### config.mk
export PLATFORM = sky130hd
export DESIGN_NAME = uart_rx_frame_ctrl_flat
export DESIGN_NICKNAME = d
export VERILOG_FILES = /design/src/rtl/uart_rx_frame_ctrl_if.sv /design/src/rtl/uart_rx_frame_ctrl.sv /design/src/flat_wrapper.sv
export SDC_FILE = /design/constraint.sdc
export NUM_CORES = 2
export LEC_CHECK = 0
export BUFFER_PORTS_ARGS = -buffer_cell sky130_fd_sc_hd__buf_4
export CAP_MARGIN = 20
export CORE_MARGIN = 2
export CORE_UTILIZATION = 30
export CTS_CLUSTER_SIZE = 14
export DETAILED_ROUTE_END_ITERATION = 12
export PLACE_DENSITY = 0.43
export SLEW_MARGIN = 15
export SYNTH_ARGS = -nofsm -noshare
export SYNTH_HDL_FRONTEND = slang
export SYNTH_SLANG_ARGS = --single-unit
export TNS_END_PERCENT = 1
### constraint.sdc
create_clock -name clk -period 5.3 [get_ports clk]
set_input_delay 1.325 -clock clk [delete_from_list [all_inputs] [get_ports clk]]
set_output_delay 1.325 -clock clk [all_outputs]
set_load 0.005 [all_outputs]
### src/rtl/uart_rx_frame_ctrl_if.sv
// Signal bundle between the UART RX frame controller, its receiver and the host.
// slave is the controller's view; master is the host/receiver view.
interface uart_rx_frame_ctrl_if #(
  parameter int unsigned ADDR_W = 8
);
  logic              enable;
  logic [15:0]       cfg_baud_div;
  logic [1:0]        cfg_parity;
  logic              cfg_stop2;
  logic              cfg_load;
  logic [15:0]       rx_baud_div;
  logic [1:0]        rx_parity;
  logic              rx_stop2;
  logic              rx_cfg_rst;
  logic [7:0]        rx_data;
  logic              rx_valid;
  logic              rx_framing_err;
  logic              rx_parity_err;
  logic              frame_done;
  logic [ADDR_W:0]   frame_len;
  logic [3:0]        frame_err;
  logic              frame_ack;
  logic [ADDR_W-1:0] rd_addr;
  logic [7:0]        rd_data;
  logic [1:0]        state_o;

  modport slave (
    input  enable, cfg_baud_div, cfg_parity, cfg_stop2, cfg_load,
    input  rx_data, rx_valid, rx_framing_err, rx_parity_err,
    input  frame_ack, rd_addr,
    output rx_baud_div, rx_parity, rx_stop2, rx_cfg_rst,
    output frame_done, frame_len, frame_err, rd_data, state_o
  );

  modport master (
    output enable, cfg_baud_div, cfg_parity, cfg_stop2, cfg_load,
    output rx_data, rx_valid, rx_framing_err, rx_parity_err,
    output frame_ack, rd_addr,
    input  rx_baud_div, rx_parity, rx_stop2, rx_cfg_rst,
    input  frame_done, frame_len, frame_err, rd_data, state_o
  );
endinterface

### src/rtl/uart_rx_frame_ctrl.sv
// Frame controller for a 16x-oversampling UART receiver: owns the receiver config,
// delimits frames by inter-character silence and buffers one frame for the host.
module uart_rx_frame_ctrl #(
  parameter int unsigned ADDR_W       = 8,
  parameter int unsigned GAP_T15      = 17,
  parameter int unsigned GAP_T35      = 39,
  parameter logic [15:0] BAUD_DIV_RST = 16'd26
) (
  input logic                 clk,
  input logic                 rst,
  uart_rx_frame_ctrl_if.slave bus
);
  localparam int unsigned DEPTH = 2 ** ADDR_W;
  localparam int unsigned LEN_W = ADDR_W + 1;

  typedef enum logic [2:0] {S_INIT, S_IDLE, S_RECV, S_WAIT, S_HOLD} state_e;

  state_e             state_q, state_d;
  logic [15:0]        div_q, div_d;
  logic [3:0]         sub_q, sub_d;
  logic [7:0]         gap_q, gap_d;
  logic               pend_q, pend_d;
  logic [15:0]        pend_div_q, pend_div_d;
  logic [1:0]         pend_par_q, pend_par_d;
  logic               pend_stop2_q, pend_stop2_d;
  logic [15:0]        baud_q, baud_d;
  logic [1:0]         par_q, par_d;
  logic               stop2_q, stop2_d;
  logic               cfg_rst_q, cfg_rst_d;
  logic [LEN_W-1:0]   len_q, len_d;
  logic [3:0]         err_q, err_d;
  logic               done_q, done_d;
  logic [LEN_W-1:0]   flen_q, flen_d;
  logic [3:0]         ferr_q, ferr_d;
  logic [1:0]         dbg_q, dbg_d;
  logic [7:0]         rd_data_q, rd_data_d;

  logic               tick16, bit_tick, gap_clr, apply, byte_err, mem_we;
  logic [ADDR_W-1:0]  mem_waddr;
  logic [7:0]         mem_q [DEPTH];

  always_comb begin
    state_d      = state_q;
    div_d        = div_q;
    sub_d        = sub_q;
    gap_d        = gap_q;
    pend_d       = pend_q;
    pend_div_d   = pend_div_q;
    pend_par_d   = pend_par_q;
    pend_stop2_d = pend_stop2_q;
    baud_d       = baud_q;
    par_d        = par_q;
    stop2_d      = stop2_q;
    cfg_rst_d    = 1'b0;
    len_d        = len_q;
    err_d        = err_q;
    done_d       = done_q;
    flen_d       = flen_q;
    ferr_d       = ferr_q;
    dbg_d        = dbg_q;
    rd_data_d    = mem_q[bus.rd_addr];
    tick16       = 1'b0;
    bit_tick     = 1'b0;
    gap_clr      = 1'b0;
    apply        = 1'b0;
    mem_we       = 1'b0;
    mem_waddr    = len_q[ADDR_W-1:0];
    byte_err     = bus.rx_framing_err | bus.rx_parity_err;

    // 16x tick divider and bit-time counter, free running
    if (div_q == 16'd0) begin
      div_d  = baud_q;
      tick16 = 1'b1;
    end else begin
      div_d = div_q - 16'd1;
    end
    if (tick16) begin
      sub_d    = sub_q + 4'd1;
      bit_tick = (sub_q == 4'hF);
    end

    case (state_q)
      S_INIT: begin
        if (gap_q >= 8'(GAP_T35)) state_d = S_IDLE;
      end
      S_IDLE: begin
        if (bus.rx_valid) begin
          mem_we    = 1'b1;
          mem_waddr = '0;
          len_d     = LEN_W'(1);
          err_d     = {3'b000, byte_err};
          state_d   = S_RECV;
        end
      end
      S_RECV: begin
        if (gap_q >= 8'(GAP_T15)) begin
          state_d = S_WAIT;
          if (bus.rx_valid) err_d[2] = 1'b1;
        end else if (bus.rx_valid) begin
          err_d[0] = err_q[0] | byte_err;
          if (len_q == LEN_W'(DEPTH)) begin
            err_d[1] = 1'b1;
          end else begin
            mem_we = 1'b1;
            len_d  = len_q + LEN_W'(1);
          end
        end
      end
      S_WAIT: begin
        if (bus.rx_valid) begin
          err_d[2] = 1'b1;
        end else if (gap_q >= 8'(GAP_T35)) begin
          done_d  = 1'b1;
          flen_d  = len_q;
          ferr_d  = err_q;
          state_d = S_HOLD;
        end
      end
      S_HOLD: begin
        if (bus.rx_valid) ferr_d[3] = 1'b1;
        if (bus.frame_ack) begin
          done_d  = 1'b0;
          gap_clr = 1'b1;
          state_d = ferr_d[3] ? S_INIT : S_IDLE;
        end
      end
      default: state_d = S_INIT;
    endcase

    if (!bus.enable) begin
      state_d = S_INIT;
      done_d  = 1'b0;
      gap_clr = 1'b1;
      mem_we  = 1'b0;
    end

    // Pending config lands only when (re)entering INIT or IDLE, then restarts the line sync
    if (pend_q && (state_d == S_INIT || state_d == S_IDLE) && (state_d != state_q)) begin
      apply   = 1'b1;
      state_d = S_INIT;
      gap_clr = 1'b1;
    end

    if (bus.cfg_load) begin
      pend_d       = 1'b1;
      pend_div_d   = bus.cfg_baud_div;
      pend_par_d   = bus.cfg_parity;
      pend_stop2_d = bus.cfg_stop2;
    end else if (apply) begin
      pend_d = 1'b0;
    end
    if (apply) begin
      baud_d  = pend_div_q;
      par_d   = pend_par_q;
      stop2_d = pend_stop2_q;
    end
    cfg_rst_d = apply;

    // A received byte restarts the silence measurement even on a bit_tick
    if (bus.rx_valid || gap_clr) begin
      gap_d = 8'd0;
    end else if (bit_tick && gap_q != 8'hFF) begin
      gap_d = gap_q + 8'd1;
    end

    // WAIT and HOLD share the 2-bit debug code; frame_done tells them apart
    case (state_d)
      S_INIT:  dbg_d = 2'd0;
      S_IDLE:  dbg_d = 2'd1;
      S_RECV:  dbg_d = 2'd2;
      default: dbg_d = 2'd3;
    endcase
  end

  always_ff @(posedge clk or posedge rst) begin
    if (rst) begin
      state_q      <= S_INIT;
      div_q        <= 16'd0;
      sub_q        <= 4'd0;
      gap_q        <= 8'd0;
      pend_q       <= 1'b0;
      pend_div_q   <= 16'd0;
      pend_par_q   <= 2'd0;
      pend_stop2_q <= 1'b0;
      baud_q       <= BAUD_DIV_RST;
      par_q        <= 2'd0;
      stop2_q      <= 1'b0;
      cfg_rst_q    <= 1'b0;
      len_q        <= '0;
      err_q        <= 4'd0;
      done_q       <= 1'b0;
      flen_q       <= '0;
      ferr_q       <= 4'd0;
      dbg_q        <= 2'd0;
      rd_data_q    <= 8'd0;
    end else begin
      state_q      <= state_d;
      div_q        <= div_d;
      sub_q        <= sub_d;
      gap_q        <= gap_d;
      pend_q       <= pend_d;
      pend_div_q   <= pend_div_d;
      pend_par_q   <= pend_par_d;
      pend_stop2_q <= pend_stop2_d;
      baud_q       <= baud_d;
      par_q        <= par_d;
      stop2_q      <= stop2_d;
      cfg_rst_q    <= cfg_rst_d;
      len_q        <= len_d;
      err_q        <= err_d;
      done_q       <= done_d;
      flen_q       <= flen_d;
      ferr_q       <= ferr_d;
      dbg_q        <= dbg_d;
      rd_data_q    <= rd_data_d;
    end
  end

  // Frame buffer; contents are not reset
  always_ff @(posedge clk) begin
    if (mem_we) mem_q[mem_waddr] <= bus.rx_data;
  end

  assign bus.rx_baud_div = baud_q;
  assign bus.rx_parity   = par_q;
  assign bus.rx_stop2    = stop2_q;
  assign bus.rx_cfg_rst  = cfg_rst_q;
  assign bus.frame_done  = done_q;
  assign bus.frame_len   = flen_q;
  assign bus.frame_err   = ferr_q;
  assign bus.rd_data     = rd_data_q;
  assign bus.state_o     = dbg_q;
endmodule

### src/flat_wrapper.sv
// flat-port wrapper written by rule: the top's interface ports become plain ports
module uart_rx_frame_ctrl_flat 
#(
  parameter int unsigned ADDR_W       = 8,
  parameter int unsigned GAP_T15      = 17,
  parameter int unsigned GAP_T35      = 39,
  parameter logic [15:0] BAUD_DIV_RST = 16'd26
)
  (clk, rst, bus_enable, bus_cfg_baud_div, bus_cfg_parity, bus_cfg_stop2, bus_cfg_load, bus_rx_data, bus_rx_valid, bus_rx_framing_err, bus_rx_parity_err, bus_frame_ack, bus_rd_addr, bus_rx_baud_div, bus_rx_parity, bus_rx_stop2, bus_rx_cfg_rst, bus_frame_done, bus_frame_len, bus_frame_err, bus_rd_data, bus_state_o);
  uart_rx_frame_ctrl_if #(.ADDR_W(ADDR_W)) bus_i ();
  input logic clk;
  input logic rst;
  input wire logic [$bits(bus_i.enable)-1:0] bus_enable;
  input wire logic [$bits(bus_i.cfg_baud_div)-1:0] bus_cfg_baud_div;
  input wire logic [$bits(bus_i.cfg_parity)-1:0] bus_cfg_parity;
  input wire logic [$bits(bus_i.cfg_stop2)-1:0] bus_cfg_stop2;
  input wire logic [$bits(bus_i.cfg_load)-1:0] bus_cfg_load;
  input wire logic [$bits(bus_i.rx_data)-1:0] bus_rx_data;
  input wire logic [$bits(bus_i.rx_valid)-1:0] bus_rx_valid;
  input wire logic [$bits(bus_i.rx_framing_err)-1:0] bus_rx_framing_err;
  input wire logic [$bits(bus_i.rx_parity_err)-1:0] bus_rx_parity_err;
  input wire logic [$bits(bus_i.frame_ack)-1:0] bus_frame_ack;
  input wire logic [$bits(bus_i.rd_addr)-1:0] bus_rd_addr;
  output wire logic [$bits(bus_i.rx_baud_div)-1:0] bus_rx_baud_div;
  output wire logic [$bits(bus_i.rx_parity)-1:0] bus_rx_parity;
  output wire logic [$bits(bus_i.rx_stop2)-1:0] bus_rx_stop2;
  output wire logic [$bits(bus_i.rx_cfg_rst)-1:0] bus_rx_cfg_rst;
  output wire logic [$bits(bus_i.frame_done)-1:0] bus_frame_done;
  output wire logic [$bits(bus_i.frame_len)-1:0] bus_frame_len;
  output wire logic [$bits(bus_i.frame_err)-1:0] bus_frame_err;
  output wire logic [$bits(bus_i.rd_data)-1:0] bus_rd_data;
  output wire logic [$bits(bus_i.state_o)-1:0] bus_state_o;
  assign bus_i.enable = bus_enable;
  assign bus_i.cfg_baud_div = bus_cfg_baud_div;
  assign bus_i.cfg_parity = bus_cfg_parity;
  assign bus_i.cfg_stop2 = bus_cfg_stop2;
  assign bus_i.cfg_load = bus_cfg_load;
  assign bus_i.rx_data = bus_rx_data;
  assign bus_i.rx_valid = bus_rx_valid;
  assign bus_i.rx_framing_err = bus_rx_framing_err;
  assign bus_i.rx_parity_err = bus_rx_parity_err;
  assign bus_i.frame_ack = bus_frame_ack;
  assign bus_i.rd_addr = bus_rd_addr;
  assign bus_rx_baud_div = bus_i.rx_baud_div;
  assign bus_rx_parity = bus_i.rx_parity;
  assign bus_rx_stop2 = bus_i.rx_stop2;
  assign bus_rx_cfg_rst = bus_i.rx_cfg_rst;
  assign bus_frame_done = bus_i.frame_done;
  assign bus_frame_len = bus_i.frame_len;
  assign bus_frame_err = bus_i.frame_err;
  assign bus_rd_data = bus_i.rd_data;
  assign bus_state_o = bus_i.state_o;
  uart_rx_frame_ctrl #(.ADDR_W(ADDR_W), .GAP_T15(GAP_T15), .GAP_T35(GAP_T35), .BAUD_DIV_RST(BAUD_DIV_RST)) u_core (.clk(clk), .rst(rst), .bus(bus_i));
endmodule
==> metrics.cfg <==
[global_routing]
grt.overflow.total=0
antenna_found_initial=14
grt_pass1_vias=43409
grt_use_total_pct=16.8
grt_max_degree=135
grt_pass1_wl_mm=342

[hold_path]
hold_class=flop to flop

[yosys]
synth_nets=4093
synth_top_area_cell=edfxtp_1
syn_inst=4043
synth_area_per_cell_um2=20.7
ys_types=74
async_reset_ff_share_pct=4.97
synth_top_area_share_pct=73.4
yosys_warnings=0
synth_ff_type=edfxtp_1
ys_ff_latch=2155
synthesis.area_mm2=0.0838
synth_edf_count=2048
synth_area_leaders=edfxtp_1 73%, mux4_2 13%, dfrtp_1 3.1%
yosysSeqAreaShare_pct=76.6

[die]
start_util_pct=30.1
ioPinCount=87
row_count=194
die_w_um=533
die_area_mm2=0.284
coreArea_mm2=0.279
dieHeight_um=533

[routing]
drt_iter0_markers=4114
routed_wl_mm=242
via_count=42142
drc=0
viasPerCell=5.00
postRouteAntennaNets=0
routedWlPerCell_um=28.7
drt_first_pass_iters=5

[clocking]
cts_max_level=4
clockBufferDepth=4
cts_hold_buf=0
clk_pin_slew_ps=60
cts_setup_buffers=0
clkLatencyLatePin_ps=900
ctsResizeCount=0
cts_tree=built
numCtsBuffers=239
cts.sink_count=2155
ctsRootBufferMaster=clkbuf_16

[timing]
clock.fmax_mhz=227
finalHoldViolations=0
period_minus_slack_ps=4400
whs_ps=475
finClkSkew_ps=71.0
max_slew.worst_pin.slew_ps=1100
slew_headroom_pct=26.5
drv_slew=0
rsz0062_at_grt=no
setup_tns_ps=0
setup_violations=0
period_share_pct=83.0

[power_and_ir_drop]
power_density_mw_per_mm2=375
internal_power_mw=28.7
switchingPower_mw=8.33
cellLeakagePower_nw=31.6
p_clk_share_pct=42.7
p_seq_share_pct=51.2
ir_drop_v=0.000273
finalPower_mw=37.0
sw_frac_of_total_pct=22.5
combinationalPowerShare_pct=6.2

[worst_setup_path]
worstPathRequired_ps=5900
path_max_fanout=16
end_kind=flop
arrival_ps=5000
crit_type=flop to flop
worst_setup_path_start_kind=flop

[placed_design]
port_buffers=86
dp_hpwl_mm=154
placed_cells=7984
gp_congestion=0.792

[finish]
seq_area_mm2=0.0642
fin_nets=4552
multi_input_area_mm2=0.0185
stdcell_count=8420
postLayoutCoreUtil_pct=35.4
fillers=26137
drive_gt1_share_pct=29.3
area_growth_pct=17.7

[run]
max_cap_violations=0

[run_status]
status=completed

power by group through the flow:
| stage | registers (mW) | clock network, mW | logic (mW) |
|---|---|---|---|
| 2_1_floorplan | 19.2 | 0 | 1.05 |
| 3_3_place_gp | 19.3 | 0 | 2.31 |
| 3_5_place_dp | 19.3 | 0 | 2.33 |
| 4_1_cts | 19.0 | 16.2 | 2.33 |
| 5_1_grt | 19.0 | 16.9 | 2.43 |
| 6_report | 18.9 | 15.8 | 2.28 |
cell type report:
| cell class | count | area share, % |
|---|---|---|
| Clock buffer | 307 | 6.48 |
| Sequential cell | 2155 | 65.0 |
| Inverter | 17 | 0.0697 |
| Tap cell | 3724 | 4.72 |
| Antenna cell | 4 | 0.0101 |
| Clock inverter | 124 | 0.971 |
| Timing Repair Buffer | 450 | 3.91 |
| Multi-Input combinational cell | 1639 | 18.8 |
final timing paths:
path	slack (ps)	depth (start not counted)	start	end
worst max-delay path	900	9	u_core.gap_q[0]	u_core.mem_q[2][3]
worst min-delay path	480	1	u_core.sub_q[3]	u_core.sub_q[3]
worst max register to register	900	9	u_core.gap_q[0]	u_core.mem_q[2][3]
worst min register to register	480	1	u_core.sub_q[3]	u_core.sub_q[3]
max in group asynchronous	3780	3	rst	u_core.div_q[7]
min in group asynchronous	600	2	rst	u_core.div_q[3]
registers in the layout, summed over array words and instances (netlist names), 2 cells and up:
name,cells
u_core.mem_q,2048
u_core.bus.rx_baud_div,16
u_core.div_q,16
u_core.pend_div_q,16
u_core.bus.frame_len,9
u_core.len_q,9
u_core.bus.rd_data,8
u_core.gap_q,8
u_core.bus.frame_err,4
u_core.sub_q,4
u_core.err_q,3
u_core.state_q,3
u_core.bus.rx_parity,2
u_core.bus.state_o,2
u_core.pend_par_q,2
cell usage in the layout (no fill, tap or decap), types with 53 or more instances in the layout:
cell          n
a22oi_1      67
buf_4       408
clkbuf_1     56
clkbuf_16   242
clkinv_1     53
dfrtp_1     104
edfxtp_1   2048
mux2_2       66
mux2i_1     120
mux4_2      495
nand2_1     100
nor2_1      325
logic make-up after synthesis:
kind of cell | count (synthesis) | share of synthesized area (%)
flops | 2155 | 76.6
mux | 681 | 15.6
simple gates | 586 | 3.09
compound gates | 338 | 2.93
buf+inv | 249 | 1.39
xor+xnor | 27 | 0.282
fa+ha+maj | 7 | 0.104
critical path: stages (launching register included):
cell and delay [ps]:
dfrtp_1 430, ha_1 210, or4b_1 490, a211o_1 370, o31a_1 330, nor3_2 300
o21a_1 390, nand2_1 610, nor2_1 700, buf_4 250
Yosys cell counts, types with 4 or more instances:
library cell and n:
buf_2 92, nor2_1 328, o21ai_0 35, a22oi_1 67, and3_1 12, mux2_2 66, or4_1 5, nand2_1 111
dfrtp_1 104, mux4_2 495, a21oi_1 49, clkbuf_1 92, nand2b_1 10, o211ai_1 22, nor4_1 7, o2111ai_1 10
o221ai_1 4, mux2i_1 120, and2_1 7, edfxtp_1 2048, a221oi_1 28, or3_1 5, o2bb2ai_1 19, a2111oi_0 7
nand3_1 24, o22ai_1 17, buf_4 29, and4b_1 4, a211oi_1 17, a22o_1 25, a32oi_1 5, o211a_1 5
a31oi_1 6, a211o_1 5, nor2b_1 19, xor2_1 12, nand4_1 5, buf_1 18, xnor2_1 15, nand2_2 8
nor3_1 20, ha_1 7, inv_1 16
layer usage:
| metal | vias to the layer above | GRT usage, % | wire length [µm] |
|---|---|---|---|
| li1 | 17665 | - | - |
| met1 | 22996 | 24.8 | 113000 |
| met2 | 1188 | 26.2 | 112000 |
| met3 | 293 | 2.31 | 11800 |
| met4 | 0 | 3.94 | 5490 |
| met5 | - | 0 | 0 |
stage by stage:
stage | setup slack [ps] | area (µm²)
2_1_floorplan | 1160 | 83800
3_3_place_gp | 497 | 91300
3_5_place_dp | 479 | 91300
4_1_cts | 891 | 98600
5_1_grt | 651 | 98700
6_report | 900 | 98700
Note: power is estimated with default switching activity, not from simulation.
